**src/rtl/lane_frame_loader.sv**
```systemverilog
// Loads four WIDTH-bit words into lanes A0..A3, shifting from the end picked
// by the per-frame direction bit, then offers the frame over valid/ready.
// Ports: clk, rst_n (async, active low), flush (sync clear);
//        in_valid/in_ready/in_data/in_dir: word input handshake;
//        out_valid/out_ready, A0..A3, out_dir: frame output handshake;
//        frame_cnt: frames delivered, wrapping at 8 bits.
module lane_frame_loader #(
    parameter int WIDTH = 4
) (
    input  logic             clk,
    input  logic             rst_n,
    input  logic             flush,
    input  logic             in_valid,
    output logic             in_ready,
    input  logic [WIDTH-1:0] in_data,
    input  logic             in_dir,
    output logic             out_valid,
    input  logic             out_ready,
    output logic [WIDTH-1:0] A0,
    output logic [WIDTH-1:0] A1,
    output logic [WIDTH-1:0] A2,
    output logic [WIDTH-1:0] A3,
    output logic             out_dir,
    output logic [7:0]       frame_cnt
);

    typedef enum logic {FILL, FULL} state_t;

    state_t           state, state_nxt;
    logic [1:0]       cnt, cnt_nxt;
    logic [WIDTH-1:0] a0_nxt, a1_nxt, a2_nxt, a3_nxt;
    logic             dir_nxt;
    logic [7:0]       frame_nxt;
    logic             accept;
    logic             frame_done;
    logic             dir_use;

    assign out_valid  = (state == FULL);
    assign in_ready   = rst_n && ((state == FILL) || out_ready);
    assign accept     = in_valid && in_ready;
    assign frame_done = out_valid && out_ready;
    // Word 0 shifts with its own in_dir; later words follow the latched one.
    assign dir_use    = (cnt == 2'd0) ? in_dir : out_dir;

    always_ff @(posedge clk or negedge rst_n) begin
        if (!rst_n) begin
            state     <= FILL;
            cnt       <= 2'd0;
            A0        <= '0;
            A1        <= '0;
            A2        <= '0;
            A3        <= '0;
            out_dir   <= 1'b0;
            frame_cnt <= 8'd0;
        end else begin
            state     <= state_nxt;
            cnt       <= cnt_nxt;
            A0        <= a0_nxt;
            A1        <= a1_nxt;
            A2        <= a2_nxt;
            A3        <= a3_nxt;
            out_dir   <= dir_nxt;
            frame_cnt <= frame_nxt;
        end
    end

    always_comb begin
        state_nxt = state;
        cnt_nxt   = cnt;
        a0_nxt    = A0;
        a1_nxt    = A1;
        a2_nxt    = A2;
        a3_nxt    = A3;
        dir_nxt   = out_dir;
        frame_nxt = frame_cnt;

        // A frame handed off in a flush cycle still counts.
        if (frame_done)
            frame_nxt = frame_cnt + 8'd1;

        if (flush) begin
            state_nxt = FILL;
            cnt_nxt   = 2'd0;
            a0_nxt    = '0;
            a1_nxt    = '0;
            a2_nxt    = '0;
            a3_nxt    = '0;
            dir_nxt   = 1'b0;
        end else begin
            if (frame_done)
                state_nxt = FILL;
            if (accept) begin
                if (dir_use) begin
                    a0_nxt = A1;
                    a1_nxt = A2;
                    a2_nxt = A3;
                    a3_nxt = in_data;
                end else begin
                    a3_nxt = A2;
                    a2_nxt = A1;
                    a1_nxt = A0;
                    a0_nxt = in_data;
                end
                if (cnt == 2'd0)
                    dir_nxt = in_dir;
                if (cnt == 2'd3) begin
                    state_nxt = FULL;
                    cnt_nxt   = 2'd0;
                end else begin
                    cnt_nxt = cnt + 2'd1;
                end
            end
        end
    end

endmodule

```
**config.mk**
```make
export PLATFORM = sky130hd
export DESIGN_NAME = lane_frame_loader
export DESIGN_NICKNAME = d
export VERILOG_FILES = /design/src/rtl/lane_frame_loader.sv
export SDC_FILE = /design/constraint.sdc
export NUM_CORES = 1
export LEC_CHECK = 0
export ABC_AREA = 0
export CORE_MARGIN = 2
export CORE_UTILIZATION = 39
export DETAILED_ROUTE_END_ITERATION = 10
export PLACE_DENSITY = 0.67
export SLEW_MARGIN = 20
export SYNTH_ARGS = -nofsm -noshare
export SYNTH_HDL_FRONTEND = slang
export SYNTH_SLANG_ARGS = --single-unit
```
**constraint.sdc**
```tcl
create_clock -name clk -period 1.85 [get_ports clk]
set_input_delay 0.37 -clock clk [delete_from_list [all_inputs] [get_ports clk]]
set_output_delay 0.37 -clock clk [all_outputs]
set_load 0.005 [all_outputs]
```
Word level (Yosys, flattened, before mapping) --
Cells that the tools add are included.
Storage, ports and cells: flip-flop bits (word level) 28, word-level logic and storage cells 40
Operators by class: eq/ne operators 1, add/sub/neg operators 2, mux-type cells 22, bitwise operators 1, reduce and logical (&&, ||, !) cells 6
Operators with widths (count):
- $mux 4 | 12
- $add 8x1->8 const B | 1
- $mux 1 | 7
- $mux 2 | 3
- $logic_and 1x1->1 | 3
- $add 2x1->2 const B | 1
- $eq 2x2->1 const B | 1
- $logic_not 2->1 | 1
- $reduce_bool 2->1 | 1
- $logic_or 1x1->1 | 1
- $not 1->1 | 1

Longest topological paths before layout --
Gate-level depths: netlist (run 1).
word-level depth 6, mapped depth 6, mapped depth without buffers 5

Worst setup path before layout (run 1) --
No wires, ideal clock.
path type flip-flop to flip-flop, from reg cnt[0], to reg A2[1], path slack 0.236 ns, data required time 1.727 ns, library setup time 0.123 ns, clock period less this slack 1.614 ns, arrival time 1.491 ns, path buffers 1, cell stages (with the launch flop) 7, cells stage by stage dfrtp_1 > inv_1 > ha_1 > mux2i_4 > buf_12 > mux2i_1 > o2bb2ai_1
Between the ends: word-level cells in the longest chain between the ends 5
Ends and longest elaborated chain:
- from (decl) | RTL line 30 | logic [1:0] cnt, cnt_nxt;
- from (signal assigned) | RTL line 57 | cnt <= cnt_nxt;
- $logic_not 2->1 | RTL line 43 | assign dir_use = (cnt == 2'd0) ? in_dir : out_dir;
- $mux 1
- $mux 4 | RTL line 93 | if (dir_use) begin
- $mux 4 | RTL line 92 | if (accept) begin
- $mux 4 | RTL line 81 | if (flush) begin
- to (signal assigned) | RTL line 60 | A2 <= a2_nxt;
- to (decl) | RTL line 21 | output logic [WIDTH-1:0] A2,
No other way between the ends. The select of a mux whose other input is x is not followed. A chain may end at the register's enable or synchronous reset.

Worst setup path after layout (run 1) --
from in out_ready, to out in_ready
Between the ends: word-level cells in the longest chain between the ends 2
Ends and longest elaborated chain:
- from (decl) | RTL line 18 | input logic out_ready,
- $logic_or 1x1->1 | RTL line 39 | assign in_ready = rst_n && ((state == FILL) || out_ready);
- $logic_and 1x1->1 | RTL line 39
- to (decl) | RTL line 14 | output logic in_ready,
No other way between the ends.

==> results.md, run 1 <==
- Status: complete, no violations
- WP buf/inv: 2
- Synth-to-layout area growth: 39.1%
- CTS tree: built
- Top cell family by delay on the critical path: buffers and inverters
- Required @ worst endpoint: 1480 ps
- Yosys warning total: 0
- Overflow left after global routing: 0
- IO Pins: 37
- Final RePlAce weighted congestion: 0.733
- RSZ-0062 raised after global routing: no
- Die Wd: 62.2 um
- Critical Path AT: 1350 ps
- Sequential area share after synthesis: 53.1%
- Critical path origin: out_ready
- # rows: 21
- Reg2reg end: A0[2]
- Largest net degree at the start of global routing: 20
- Pwr Total: 0.00110 W
- Worst-Margin Slew: 325 ps
- CP endpoint kind: output port
- Total track usage: 14.5%
- Hold Buf Count CTS: 0
- Port bufs: 36
- Fraction of layout cells with a size suffix above 1: 11.6%
- Slowest CP cell: clkdlybuf4s50_1
- R2R Setup Slk: 250 ps
- Clk_lat worst skew: 320 ps
- Vias in the first global route: 988
- CTS root buf: clkbuf_4
- Core Box Area: 3280 um2
- Post-route clock skew: 2.83 ps
- Starting Density: 40.2%
- Fmax: 581 MHz
- Die H: 62.2 um
- Global-route wire length before repair: 4.53 mm
- Most common cell after layout, fill and taps aside: clkdlybuf4s50_1
- Crit Path Max Fanout: 2
- 1st-pass router iterations: 4
- Mapped Cells: 101
- Num CTS Buffers: 3
- CTS H-Tree Depth: 1
- Design area: 1830 um2
- DR iter-0 viols: 29
- Worst R2R Start: cnt[0]
- DRC viols: 0
- Antenna violations before repair: 0
- Mapped cell area: 1320 um2
- Clk buf depth: 2
- Hold Violations, Final: 0
- Layout Cells excl Fill: 192
- Power per cell area: 597 nW/um2
- Syn avg cell area: 13.1 um2
- Via Count: 952
- Static power due to leakage: 0.832 nW
- Syn nets: 114
- Die area: 3860 um2
- Ant diodes: 0
- Clock-pin slew on the worst setup and hold paths: 140 ps
- Minimum clock period: 1720 ps
- VDD IR-drop max: 0.242 mV
- Drt total wl: 2.59 mm
- Post-DP HPWL: 1.89 mm
- Setup Viol. Count Final: 0
- Slew headroom: 78.1%
- Most frequent cells in the layout: clkdlybuf4s50_1, dfrtp_1, o2bb2ai_1
- Yosys reg bits: 28
- Final nets: 160
- R2R depth: 6
- Hold Path Class: input pin to async pin
- Max-cap violations: 0
- CTS Sinks: 28
- Critical Path Start Type: input pin
- ANT nets after route: 0
- Placed cell count: 188
- Area of placed instances: 1790 um2
- Worst path max stage delay: 430 ps
- Fin. max-slew vios: 0
- Part of the cycle the worst path needs: 93.0%
- Worst setup path category: input pin to output port
- WL per Instance: 13.5 um
- Yosys cell types: 23
- Via/cell ratio: 4.96
- Cell Chain, Critical Path: clkdlybuf4s50_1 > nand2b_4 > and2_1 > dlygate4sd2_1
## layout make-up
cell class,instances,area [um2]
Fill cell,298,1450
Sequential cell,28,701
Multi-Input combinational cell,65,573
Timing Repair Buffer,45,452
Tap cell,46,57.6
Clock buffer,4,36.3
Inverter,4,15.0
## stage by stage
stage | hold WS [ps] | TNS (ps) | worst slack, ps | util, %
6_report | 354 | 0 | 130 | 55.8
5_1_grt | 367 | 0 | 57.3 | 55.8
4_1_cts | 353 | 0 | 131 | 55.8
3_5_place_dp | 461 | -113 | -113 | 54.6
3_3_place_gp | 460 | -105 | -105 | 54.6
2_1_floorplan | 74.4 | 0 | 236 | -
## state kept, by name, indices dropped and copies added (netlist names)
name       count
frame_cnt      8
A0             4
A1             4
A2             4
A3             4
cnt            2
out_dir        1
out_valid      1
## cells in the mapped netlist (all sizes together)
master,instances,area share (%)
a31oi,1,1.6
a2bb2o,1,0.76
mux2i,17,14
nor4,1,0.47
nor3,2,0.76
dfrtp,28,53
buf,4,2.8
nor2,2,0.57
nand2b,1,0.47
o22ai,1,0.47
nand4b,1,0.66
xor2,5,3.3
nand2,6,1.7
mux2,1,0.85
o2bb2ai,18,12
nand3,2,0.76
inv,4,1.1
ha,3,2.8
xnor2,2,1.3
and2,1,0.47
## routing by layer
metal | up-vias | GRT usage (%) | routed length [um]
li1 | 459 | - | -
met1 | 458 | 18.8 | 1190
met2 | 31 | 23.4 | 1190
met3 | 4 | 3.99 | 169
met4 | 0 | 5.00 | 36
met5 | - | 0 | 0
## repair_timing
action                                 CTS  global route
setup endpoints to repair                1             0
buffers inserted                         0             0
endpoints found under the hold margin    0             0
resized for setup                        2             0
## worst max-delay path by stage
stage	to	slack (ps)	depth (start not counted)
2_1_floorplan	A2[1]	240	6
5_1_grt	out_valid	60	1
4_1_cts	in_ready	130	4
3_5_place_dp	in_ready	-110	4
6_report	in_ready	130	4
3_3_place_gp	in_ready	-110	4
## kinds of logic (layout without fill, tap and decap cells)
group	count (synthesis)	count (layout)	share of synthesized area [%]
multiplexers	18	18	14.7
AO/OA/AOI/OAI	21	21	14.8
flip-flops	28	28	53.1
XOR/XNOR	7	7	4.65
buffers and inverters	8	53	3.98
AND/OR/NAND/NOR	16	16	5.88
adder cells (fa/ha/maj)	3	3	2.85
## where the power goes
part           leakage, nW  switching, W  total (W)  internal (W)
logic                0.423     0.0000725   0.000167     0.0000944
clock network       0.0210      0.000171   0.000292      0.000121
registers            0.388     0.0000119   0.000636      0.000624
Note: power is estimated with default switching activity, not from simulation.
==> run 2: changes to the inputs <==
GPL_TIMING_DRIVEN = 1   (was not set)
clock period = 2 ns   (was 1.85 ns; I/O delays follow)
==> run 2 against run 1 <==
Final area is 0.48% higher. Hold slack gained 130 ps. Register-to-register slack better by 160 ps. Global-route usage about the same. Critical path type unchanged. Largest cell class unchanged.
==> results.md, run 2 (synthesis gave the netlist of run 1 again) <==
- Status: complete, no violations
- Num CTS Buffers: 3
- Starting Density: 40.2%
- Minimum clock period: 1940 ps
- WL per Instance: 13.2 um
- Hold Startpoint: frame_cnt[7]
- Reg2reg end: A0[3]
- Hold Path Class: flip-flop to flip-flop
- Vias in the first global route: 951
- Most frequent cells in the layout: clkdlybuf4s50_1, dfrtp_1, o2bb2ai_1
- Max-cap violations: 0
- Die H: 62.2 um
- Core Box Area: 3280 um2
- Clock-pin slew on the worst setup and hold paths: 150 ps
- CTS tree: built
- Fin. max-slew vios: 0
- Hold Buf Count CTS: 0
- Top cell family by delay on the critical path: buffers and inverters
- Final RePlAce weighted congestion: 0.731
- CTS root buf: clkbuf_4
- Post-DP HPWL: 1.83 mm
- Slew headroom: 73.9%
- Overflow left after global routing: 0
- Fraction of layout cells with a size suffix above 1: 11.0%
- R2R depth: 6
- Max reg flops: 8
- 1st-pass router iterations: 4
- Static power due to leakage: 0.834 nW
- IO Pins: 37
- Critical Path AT: 1540 ps
- Setup Viol. Count Final: 0
- Required @ worst endpoint: 1600 ps
- Routed wl met3: 177 um
- Largest net degree at the start of global routing: 31
- Cell Chain, Critical Path: clkdlybuf4s50_1 > and2_1 > clkdlybuf4s50_1
- Drt total wl: 2.53 mm
- RSZ-0062 raised after global routing: no
- Worst R2R Start: cnt[0]
- WP buf/inv: 2
- Synth-to-layout area growth: 39.8%
- Fmax: 517 MHz
- CTS H-Tree Depth: 1
- ANT nets after route: 0
- Final nets: 159
- Setup TNS: 0 ps
- Slowest CP cell: clkdlybuf4s50_1
- # rows: 21
- Crit Path Max Fanout: 2
- Wire length on met2: 1.11 mm
- Worst Hold Path EP: frame_cnt[7]
- Placed cell count: 187
- Largest Register: frame_cnt
- Worst path max stage delay: 510 ps
- Clk_lat worst skew: 320 ps
- Hold Violations, Final: 0
- Hold path cells: 1
- Port bufs: 36
- Most common cell after layout, fill and taps aside: clkdlybuf4s50_1
- Most common cell on crit path: clkdlybuf4s50_1
- Clk buf depth: 2
- DRC viols: 0
- Worst-Margin Slew: 392 ps
- Die area: 3860 um2
- Ant diodes: 0
- Part of the cycle the worst path needs: 96.8%
- Max layer used: met4
- Via Count: 944
- CTS Sinks: 28
- Worst setup path category: input pin to output port
- Antenna violations before repair: 0
- Post-route clock skew: 1.06 ps
- Total track usage: 14.4%
- Power per cell area: 603 nW/um2
- VDD IR-drop max: 0.280 mV
- CP endpoint kind: output port
- Die Wd: 62.2 um
- Wl on met1: 1.22 mm
- Global-route wire length before repair: 4.57 mm
- Via/cell ratio: 4.94
- R2R Setup Slk: 410 ps
- DR iter-0 viols: 20
- Layout Cells excl Fill: 191
- Critical Path Start Type: input pin
-- run 2: worst max-delay path by stage --
stage,cells past startpoint,end,startpoint
2_1_floorplan,6,A2[1],cnt[0]
3_5_place_dp,4,in_ready,out_ready
3_3_place_gp,4,in_ready,out_ready
5_1_grt,3,in_ready,rst_n
4_1_cts,3,in_ready,rst_n
6_report,3,in_ready,rst_n
-- run 2: per-layer routing --
metal	track usage, %	vias to the layer above
met5	0	-
met4	3.33	0
met3	4.17	2
met2	22.6	29
met1	20.0	454
li1	-	459
-- run 2: per-stage QoR --
step / instance area, um2 / hold slack, ps / setup slack [ps] / util (%) / power (W)
floorplan: 1320 / 104 / 386 / - / 0.000676
CTS: 1840 / 487 / 56.7 / 56.1 / 0.00113
finish: 1840 / 483 / 64.8 / 56.1 / 0.00111
global placement: 1780 / 461 / -9.80 / 54.3 / 0.000752
global route: 1840 / 503 / 29.0 / 56.1 / 0.00116
detailed placement: 1780 / 456 / -23.9 / 54.3 / 0.000755
-- run 2: timing repair --
item,4_1_cts,5_1_grt
setup buffers,0,0
gates resized for setup,2,0
setup endpoints to repair,1,0
-- run 2: report_power, final --
part           internal, W  switching, W
Combinational    0.0000860     0.0000672
Sequential        0.000578     0.0000107
Clock             0.000203      0.000168
-- run 2: worst register-to-register path, stage by stage (launching register included) --
cell	delay, ps
dfrtp_1	430
inv_1	80
ha_1	220
mux2i_4	270
buf_12	190
mux2i_1	220
o2bb2ai_1	90
-- run 2: final cells by class --
type                       count  area [um2]
clock buffer                   3        22.5
multi-input combinational     65         573
tap                           46        57.6
clock inverter                 1        30.0
timing repair buffer          44         444
fill                         291        1440
inverter                       4        15.0
sequential                    28         701
